### config.mk
export PLATFORM = sky130hd
export DESIGN_NAME = sa_blkbox_sink_flat
export DESIGN_NICKNAME = d
export VERILOG_FILES = /design/src/rtl/sa_blkbox_pkg.sv /design/src/rtl/sa_blkbox_sink_if.sv /design/src/rtl/sa_blkbox_misr.sv /design/src/rtl/sa_blkbox_sink.sv /design/src/flat_wrapper.sv
export SDC_FILE = /design/constraint.sdc
export NUM_CORES = 1
export LEC_CHECK = 0
export ABC_AREA = 1
export CORE_UTILIZATION = 45
export CTS_BUF_LIST = sky130_fd_sc_hd__clkbuf_4 sky130_fd_sc_hd__clkbuf_8
export DETAILED_ROUTE_END_ITERATION = 8
export GPL_TIMING_DRIVEN = 1
export PLACE_DENSITY = 0.77
export SETUP_SLACK_MARGIN = 0.02
export SYNTH_ARGS = -nofsm -noshare
export SYNTH_HDL_FRONTEND = slang
export SYNTH_SLANG_ARGS = --single-unit
### constraint.sdc
create_clock -name core_clk -period 10.6 [get_ports core_clk]
set_input_delay 2.12 -clock core_clk [delete_from_list [all_inputs] [get_ports core_clk]]
set_output_delay 2.12 -clock core_clk [all_outputs]
set_load 0.01 [all_outputs]
### src/rtl/sa_blkbox_pkg.sv
// Shared types and helpers for the black-box stream sink and its signature logic.
// No logic of its own; pure declarations.
// Not applicable: no handshake here.
package sa_blkbox_pkg;

  // Packet-tracking state: between packets, or inside a multi-beat packet.
  typedef enum logic {
    ST_IDLE  = 1'b0,
    ST_INPKT = 1'b1
  } pkt_state_e;

  // CRC-32 generator polynomial, used as the default MISR feedback.
  localparam logic [31:0] DEFAULT_POLY = 32'h04C11DB7;

  // Increment that sticks at max_v instead of wrapping.
  function automatic logic [63:0] sat_inc(input logic [63:0] v, input logic [63:0] max_v);
    return (v >= max_v) ? v : v + 64'd1;
  endfunction

endpackage

### src/rtl/sa_blkbox_sink_if.sv
// Valid/ready stream bundle: valid, ready, data and end-of-packet marker.
// Wires only, no latency.
// Ready flows from the slave back to the master.
interface sa_blkbox_sink_if #(
  parameter int DW = 32
);
  logic          in_valid;
  logic          in_ready;
  logic [DW-1:0] in_data;
  logic          in_last;

  modport master (output in_valid, output in_data, output in_last, input in_ready);
  modport slave  (input in_valid, input in_data, input in_last, output in_ready);
endinterface

### src/rtl/sa_blkbox_misr.sv
// Multiple-input signature register: folds one data word per enabled cycle.
// Signature reflects an enabled word one cycle later.
// No handshake; en qualifies the input, clr wins over en.
module sa_blkbox_misr import sa_blkbox_pkg::*; #(
  parameter int            DW   = 32,
  parameter logic [DW-1:0] POLY = DW'(DEFAULT_POLY)
) (
  input  logic          clk,
  input  logic          rst,
  input  logic          en,
  input  logic          clr,
  input  logic [DW-1:0] d,
  output logic [DW-1:0] sig
);

  logic [DW-1:0] sig_q, sig_d;

  // Next signature: clear, shift-with-feedback plus data, or hold.
  always_comb begin
    sig_d = sig_q;
    if (clr) begin
      sig_d = '0;
    end else if (en) begin
      sig_d = {sig_q[DW-2:0], 1'b0} ^ (sig_q[DW-1] ? POLY : '0) ^ d;
    end
  end

  // Signature register.
  always_ff @(posedge clk or posedge rst) begin
    if (rst) sig_q <= '0;
    else     sig_q <= sig_d;
  end

  assign sig = sig_q;

endmodule

### src/rtl/sa_blkbox_sink.sv
// Terminating sink for dangling streams: counts beats/packets, signs data, flags violations.
// Every accepted beat shows on the status outputs one cycle later; nothing is stored.
// Ready is registered and free-running: always on, or one cycle in THROTTLE+1.
module sa_blkbox_sink import sa_blkbox_pkg::*; #(
  parameter int            DW       = 32,
  parameter int            CNT_W    = 16,
  parameter logic [DW-1:0] POLY     = DW'(DEFAULT_POLY),
  parameter int            THROTTLE = 0
) (
  input  logic             core_clk,
  input  logic             core_rst,
  sa_blkbox_sink_if.slave  s,
  input  logic             clr,
  output logic [CNT_W-1:0] beat_cnt,
  output logic [CNT_W-1:0] pkt_cnt,
  output logic [DW-1:0]    sig,
  output logic             nz_seen,
  output logic             proto_err,
  output logic             in_pkt
);

  localparam int          TW      = (THROTTLE > 0) ? $clog2(THROTTLE + 1) : 1;
  localparam logic [63:0] CNT_MAX = (64'd1 << CNT_W) - 64'd1;

  logic [TW-1:0]    thr_q, thr_d;
  logic             rdy_q, rdy_d;
  logic [CNT_W-1:0] beat_q, beat_d, pkt_q, pkt_d;
  logic             nz_q, nz_d, perr_q, perr_d;
  logic             pend_q, last_q;
  logic [DW-1:0]    dat_q;
  pkt_state_e       state_q, state_d;
  logic             acc, viol;

  assign acc = s.in_valid & rdy_q;

  // A stalled beat must be held unchanged until it is taken.
  assign viol = pend_q & (~s.in_valid | (s.in_data != dat_q) | (s.in_last != last_q));

  // Throttle phase counter wraps at THROTTLE; ready is asserted for phase 0.
  always_comb begin
    thr_d = (thr_q == TW'(THROTTLE)) ? '0 : thr_q + TW'(1);
    rdy_d = (thr_q == '0);
  end

  // Counters and sticky flags; clr overrides a coincident accept.
  always_comb begin
    beat_d = beat_q;
    pkt_d  = pkt_q;
    nz_d   = nz_q;
    perr_d = perr_q | viol;
    if (clr) begin
      beat_d = '0;
      pkt_d  = '0;
      nz_d   = 1'b0;
      perr_d = 1'b0;
    end else if (acc) begin
      beat_d = CNT_W'(sat_inc(64'(beat_q), CNT_MAX));
      if (s.in_last) pkt_d = CNT_W'(sat_inc(64'(pkt_q), CNT_MAX));
      if (s.in_data != '0) nz_d = 1'b1;
    end
  end

  // Packet FSM next state: open on a non-last beat, close on a last beat.
  always_comb begin
    state_d = state_q;
    if (clr) begin
      state_d = ST_IDLE;
    end else if (acc) begin
      case (state_q)
        ST_IDLE:  if (!s.in_last) state_d = ST_INPKT;
        ST_INPKT: if (s.in_last)  state_d = ST_IDLE;
        default:  state_d = ST_IDLE;
      endcase
    end
  end

  // All state registers, cleared immediately on reset.
  always_ff @(posedge core_clk or posedge core_rst) begin
    if (core_rst) begin
      thr_q   <= '0;
      rdy_q   <= 1'b0;
      beat_q  <= '0;
      pkt_q   <= '0;
      nz_q    <= 1'b0;
      perr_q  <= 1'b0;
      pend_q  <= 1'b0;
      dat_q   <= '0;
      last_q  <= 1'b0;
      state_q <= ST_IDLE;
    end else begin
      thr_q   <= thr_d;
      rdy_q   <= rdy_d;
      beat_q  <= beat_d;
      pkt_q   <= pkt_d;
      nz_q    <= nz_d;
      perr_q  <= perr_d;
      pend_q  <= s.in_valid & ~rdy_q;
      dat_q   <= s.in_data;
      last_q  <= s.in_last;
      state_q <= state_d;
    end
  end

  sa_blkbox_misr #(.DW(DW), .POLY(POLY)) u_misr (
    .clk (core_clk),
    .rst (core_rst),
    .en  (acc),
    .clr (clr),
    .d   (s.in_data),
    .sig (sig)
  );

  assign s.in_ready = rdy_q;
  assign beat_cnt   = beat_q;
  assign pkt_cnt    = pkt_q;
  assign nz_seen    = nz_q;
  assign proto_err  = perr_q;
  assign in_pkt     = (state_q == ST_INPKT);

endmodule

### src/flat_wrapper.sv
// flat-port wrapper written by rule: the top's interface ports become plain ports
module sa_blkbox_sink_flat import sa_blkbox_pkg::*;
#(
  parameter int            DW       = 32,
  parameter int            CNT_W    = 16,
  parameter logic [DW-1:0] POLY     = DW'(DEFAULT_POLY),
  parameter int            THROTTLE = 0
)
  (core_clk, core_rst, clr, beat_cnt, pkt_cnt, sig, nz_seen, proto_err, in_pkt, s_in_valid, s_in_data, s_in_last, s_in_ready);
  sa_blkbox_sink_if #(.DW(DW)) s_i ();
  input  logic core_clk;
  input  logic core_rst;
  input  logic clr;
  output logic [CNT_W-1:0] beat_cnt;
  output logic [CNT_W-1:0] pkt_cnt;
  output logic [DW-1:0] sig;
  output logic nz_seen;
  output logic proto_err;
  output logic in_pkt;
  input wire logic [$bits(s_i.in_valid)-1:0] s_in_valid;
  input wire logic [$bits(s_i.in_data)-1:0] s_in_data;
  input wire logic [$bits(s_i.in_last)-1:0] s_in_last;
  output wire logic [$bits(s_i.in_ready)-1:0] s_in_ready;
  assign s_i.in_valid = s_in_valid;
  assign s_i.in_data = s_in_data;
  assign s_i.in_last = s_in_last;
  assign s_in_ready = s_i.in_ready;
  sa_blkbox_sink #(.DW(DW), .CNT_W(CNT_W), .POLY(POLY), .THROTTLE(THROTTLE)) u_core (.core_clk(core_clk), .core_rst(core_rst), .s(s_i), .clr(clr), .beat_cnt(beat_cnt), .pkt_cnt(pkt_cnt), .sig(sig), .nz_seen(nz_seen), .proto_err(proto_err), .in_pkt(in_pkt));
endmodule
==> flow_metrics.tcl, run 1 <==
set metrics [dict create \
    p_leak_nw 2.91 \
    grt_usage 0.215 \
    cts_setup_buffers 0 \
    area_growth_pct 25.4 \
    syn_area_um2 5230 \
    tns_ns 0 \
    grt_pass1_vias 4100 \
    wl_per_cell_um 14.0 \
    cts_root_buffer "clkbuf_8" \
    dieArea_um2 12000 \
    ios 105 \
    fill_cells 993 \
    start_kind "primary input" \
    hold_viol_final 0 \
    initial_core_util 0.472 \
    worstPathCellList "clkdlybuf4s50_1 -> inv_1 -> nand3b_4 -> nand2_4 -> inv_1 -> nand2_1 -> nand2_1" \
    worst_path_max_delay_cell "clkdlybuf4s50_1" \
    clk_latency_ns 0.38 \
    finalPower_mw 0.789 \
    slew_violations 0 \
    end_kind "register" \
    hold_buffers 0 \
    clkSlewWorstSetupHoldPaths_ns 0.10 \
    p_per_area_nw_per_um2 120 \
    worstSetupPathType "in -> reg" \
    drt_iter0_drc 175 \
    skew_ns 0.0203 \
    synth-seq-cells 102 \
    status "complete, no violations" \
    slew_headroom 0.285 \
    maxCapViolations 0 \
    htreeDepth 3 \
    avgSynthCellArea_um2 8.29 \
    drt_first_pass_iters 5 \
    rows 38 \
    gp_congestion 0.871 \
    tritoncts "yes" \
    drive_gt1_frac 0.0516 \
    clock_path_buffers 2 \
    peakVddDrop_mv 0.0638 \
    arrival_ns 4.66 \
    period_share 0.411 \
    routed_via_density 4.99 \
    wl_um 12200 \
    worst_ep_required_time_ns 10.91 \
    ant_nets 0 \
    nets 770 \
    cpPeakStageDelay_ns 1.18 \
    dp.final_hpwl_um 8740 \
    io_buffer_count 104 \
    die_y_um 110 \
    num_vias 4371 \
    rsz0062_at_grt "no" \
    core_area_um2 11100 \
    cts_inserted_buffers 9 \
    die_width_um 110 \
    post_cts_resized 0 \
    clkSinkCount 102 \
    worst_pin_slew_ns 1.07 \
    antenna_found_initial 0 \
    worstPathMaxFanout 28 \
    grt_pass1_wl_um 20000 \
    cpLargestDelayFamily "buffers and inverters" \
    ys_seq_area_frac 0.489 \
    overflow 0 \
    drc 0 \
    max_freq_mhz 230 \
    synthDistinctLibCells 30 \
    diodes 0 \
    cp_num_buf_inv 3 \
    setup_viol 0 \
    yosysWarnings 0 \
    hp-class "reg -> reg" \
    fin_crit_ns 4.35 \
    synth_fp_nets 669 \
    synthesis.instances 630 \
    fin_util 0.591 \
    grt_max_degree 64 \
]
==> path summary, 6_finish.rpt <==
check	start	to	slack, ns	cells past startpoint
worst max register to register	u_core.beat_cnt[0]	u_core.beat_cnt[2]	8.55	8
worst min-delay path	u_core.s.in_ready	u_core.pend_q	0.46	1
worst min register to register	u_core.s.in_ready	u_core.pend_q	0.46	1
worst max-delay path	clr	u_core.pkt_cnt[3]	6.25	7
max in group asynchronous	core_rst	u_core.u_misr.sig[31]	7.26	3
min in group asynchronous	core_rst	u_core.u_misr.sig[11]	2.12	2
==> cell usage in the layout, fill, tap and decap left out, types with 2 or more instances in the layout <==
master and n:
or2_2 4, nor3_1 6, inv_1 66, nand3_1 22, dfrtp_1 102, inv_2 2
nand2_2 2, clkdlybuf4s50_1 104, o21ai_0 51, nor2_1 64, buf_4 2, nand4_1 9
xnor2_1 38, clkinv_4 2, inv_6 2, xor2_1 31, o21ai_2 5, nor4_1 9
nand2_1 176, o31ai_1 14, ha_1 2, clkbuf_8 10
==> logic make-up after synthesis <==
family                   Yosys count  synth area share
AND/OR/NAND/NOR                  297             0.240
buffers and inverters             85            0.0682
other                              1          0.000718
adder cells (fa/ha/maj)            2           0.00479
AO/OA/AOI/OAI                     74            0.0824
XOR/XNOR                          69             0.116
flip-flops                       102             0.489
==> power by group <==
part	leakage, nW	internal (mW)	switching (mW)
logic	1.48	0.0592	0.0646
clock network	0.0992	0.0958	0.144
registers	1.33	0.407	0.0178
==> sequential cells by signal, summed over array words and instances, names as in the netlist <==
name               flops
u_core.beat_cnt       16
u_core.dat_q          32
u_core.in_pkt          1
u_core.last_q          1
u_core.nz_seen         1
u_core.pend_q          1
u_core.pkt_cnt        16
u_core.proto_err       1
u_core.s.in_ready      1
u_core.u_misr.sig     32
==> metrics by stage <==
step	instances	hold WS, ns	worst slack (ns)	area (µm²)
global route	876	0.494	6.08	6550
CTS	876	0.467	6.35	6550
global placement	860	0.435	6.08	6360
floorplan	630	0.481	5.80	5230
detailed placement	860	0.452	5.98	6360
finish	876	0.461	6.25	6550
==> per-layer routing <==
| metal | part of all wire | track usage | vias up |
|---|---|---|---|
| li1 | - | - | 2187 |
| met1 | 0.46 | 0.289 | 2074 |
| met2 | 0.49 | 0.364 | 99 |
| met3 | 0.034 | 0.0231 | 11 |
| met4 | 0.012 | 0.0705 | 0 |
| met5 | 0 | 0 | - |
==> synth_stat cells (all sizes together) <==
master | count | area [µm²]
inv | 69 | 259
or2 | 4 | 25.0
xor2 | 31 | 272
nand2 | 179 | 684
nor2 | 65 | 244
a31o | 1 | 8.76
a21oi | 1 | 5.00
nand3 | 22 | 110
clkbuf | 9 | 33.8
ha | 2 | 25.0
buf | 7 | 63.8
o31ai | 14 | 105
nor3 | 8 | 56.3
nand3b | 1 | 20.0
o21bai | 1 | 7.51
o21ai | 57 | 304
dfrtp | 102 | 2550
conb | 1 | 3.75
nor4 | 9 | 56.3
xnor2 | 38 | 333
nand4 | 9 | 56.3
==> worst register-to-register path: cells and delay by family, from the launching register on <==
kind	cells	cell delay (ns)
adder cells (fa/ha/maj)	1	0.23
AO/OA/AOI/OAI	1	0.11
AND/OR/NAND/NOR	5	1.03
flip-flops	1	0.43
buffers and inverters	1	0.13
==> layout make-up <==
cell class / count / area [µm²] / share of cell area
Sequential cell: 102 / 2550 / 0.390
Tap cell: 140 / 175 / 0.0267
Multi-Input combinational cell: 443 / 2320 / 0.354
Timing Repair Buffer: 106 / 1060 / 0.161
Clock buffer: 10 / 138 / 0.0210
Clock inverter: 6 / 51.3 / 0.00783
Inverter: 69 / 262 / 0.0399
(Power assumes the default switching activity.)
==> inputs of run 2 (changes only) <==
==> constraint.sdc (replaced) <==
create_clock -name core_clk -period 4.1 [get_ports core_clk]
set_input_delay 0.82 -clock core_clk [delete_from_list [all_inputs] [get_ports core_clk]]
set_output_delay 0.82 -clock core_clk [all_outputs]
set_load 0.01 [all_outputs]
==> flow_metrics.tcl, run 2 (synthesis results as in run 1) <==
set metrics [dict create \
    rsz0062_at_grt "no" \
    grt_max_degree 67 \
    place_inst 863 \
    overflow 0 \
    worst_pin_slew_ns 0.808 \
    routed_via_density 4.99 \
    most-common-layout-cells "nand2_1, clkdlybuf4s50_1, dfrtp_1, inv_1, nor2_1" \
    wl_um 11800 \
    setup_viol 0 \
    clock_path_buffers 2 \
    die_width_um 110 \
    rows 38 \
    skew_ns 0.0157 \
    io_buffer_count 104 \
    peakVddDrop_mv 0.158 \
    final_cell_count_no_fill 879 \
    wl_met2_um 5740 \
    drt-met1-wl_um 5480 \
    cts_root_buffer "clkbuf_8" \
    cts_inserted_buffers 9 \
    die_y_um 110 \
    fill_cells 1009 \
    hold_viol_final 0 \
    reg2reg_slack_ns 1.99 \
    antenna_found_initial 0 \
    tns_ns 0 \
    maxCapViolations 0 \
    final_common_cell "nand2_1" \
    grt_pass1_vias 4255 \
    whs_endpoint "u_core.pend_q" \
    nets 773 \
    max_freq_mhz 373 \
    dr.max_layer_used "met4" \
    tritoncts "yes" \
    hold_ws_ns 0.473 \
    clkSlewWorstSetupHoldPaths_ns 0.10 \
    hold_buffers 0 \
    wl_per_cell_um 13.5 \
    htreeDepth 3 \
    fin_crit_ns 2.68 \
    worst_ep_required_time_ns 4.33 \
    hold_depth 1 \
    clkSinkCount 102 \
    arrival_ns 2.91 \
    area_growth_pct 26.1 \
    min_from "u_core.s.in_ready" \
    r2r-end "u_core.beat_cnt[1]" \
    drc 0 \
    dr_wl_met3_um 422 \
    dp.final_hpwl_um 8850 \
    r2r-start "u_core.beat_cnt[0]" \
    grt_usage 0.211 \
    cts_setup_buffers 0 \
    slew_headroom 0.461 \
    slew_violations 0 \
    worstSetupPathType "in -> reg" \
    ant_nets 0 \
    p_per_area_nw_per_um2 308 \
    drive_gt1_frac 0.0555 \
    num_vias 4387 \
    drt_iter0_drc 157 \
    initial_core_util 0.472 \
    diodes 0 \
    post_cts_resized 0 \
    core_area_um2 11100 \
    ios 105 \
    p_leak_nw 2.93 \
    grt_pass1_wl_um 19700 \
    hp-class "reg -> reg" \
    start_kind "primary input" \
    period_share 0.655 \
    drt_first_pass_iters 4 \
    gp_congestion 0.881 \
    worst-r2r-cell-count 8 \
    status "complete, no violations" \
    clk_latency_ns 0.36 \
    dieArea_um2 12000 \
    worstPathMaxFanout 25 \
    end_kind "register" \
]
==> run 2: cell types whose count changed in the layout (fill, tap and decap cells not counted) <==
cell,delta
buf_4,+2
clkinv_4,-1
inv_6,+1
buf_12,+1
==> run 2: routing by layer <==
metal | GRT usage | vias to the layer above
met5 | 0 | -
met4 | 0.0676 | 0
met3 | 0.0308 | 20
met2 | 0.354 | 100
met1 | 0.280 | 2072
li1 | - | 2195
==> run 2: how the worst max path moves through the flow <==
stage | start | endpoint | slack [ns] | cells after the start
floorplan | core_rst | u_core.beat_cnt[0] | 0.60 | 1
global placement | clr | u_core.beat_cnt[7] | 1.19 | 8
detailed placement | clr | u_core.beat_cnt[1] | 1.07 | 8
CTS | clr | u_core.beat_cnt[1] | 1.44 | 8
global route | clr | u_core.beat_cnt[1] | 1.21 | 8
finish | clr | u_core.beat_cnt[1] | 1.42 | 8
==> run 2: power by group <==
| group | internal [mW] | switching, mW |
|---|---|---|
| combinational | 0.156 | 0.170 |
| clock | 0.249 | 0.358 |
| sequential | 1.05 | 0.0435 |
| total | 1.46 | 0.572 |
==> run 2: final cells by class <==
class | instances | area (µm²) | area share
clock buffers | 10 | 138 | 0.0209
clock inverters | 6 | 51.3 | 0.00779
inverters | 69 | 262 | 0.0397
multi-input cells | 443 | 2320 | 0.352
flip-flops and latches | 102 | 2550 | 0.387
well taps | 140 | 175 | 0.0266
repair buffers | 109 | 1090 | 0.166
==> run 2: critical path, stage by stage <==
cell and delay, ns:
clkdlybuf4s50_1 0.78, nor2_2 0.28, buf_4 0.27, inv_1 0.08, nand2_2 0.34, inv_2 0.13, nand3_1 0.10, o21ai_0 0.10
==> run 2: per-stage QoR <==
stage	setup WS (ns)	cell area, µm²	utilization	power [mW]
after floorplan	0.605	5230	-	1.29
after global placement	1.19	6400	0.578	1.43
after detailed placement	1.07	6400	0.578	1.44
after CTS	1.44	6590	0.595	2.05
after global routing	1.21	6590	0.595	2.14
final	1.42	6590	0.595	2.03
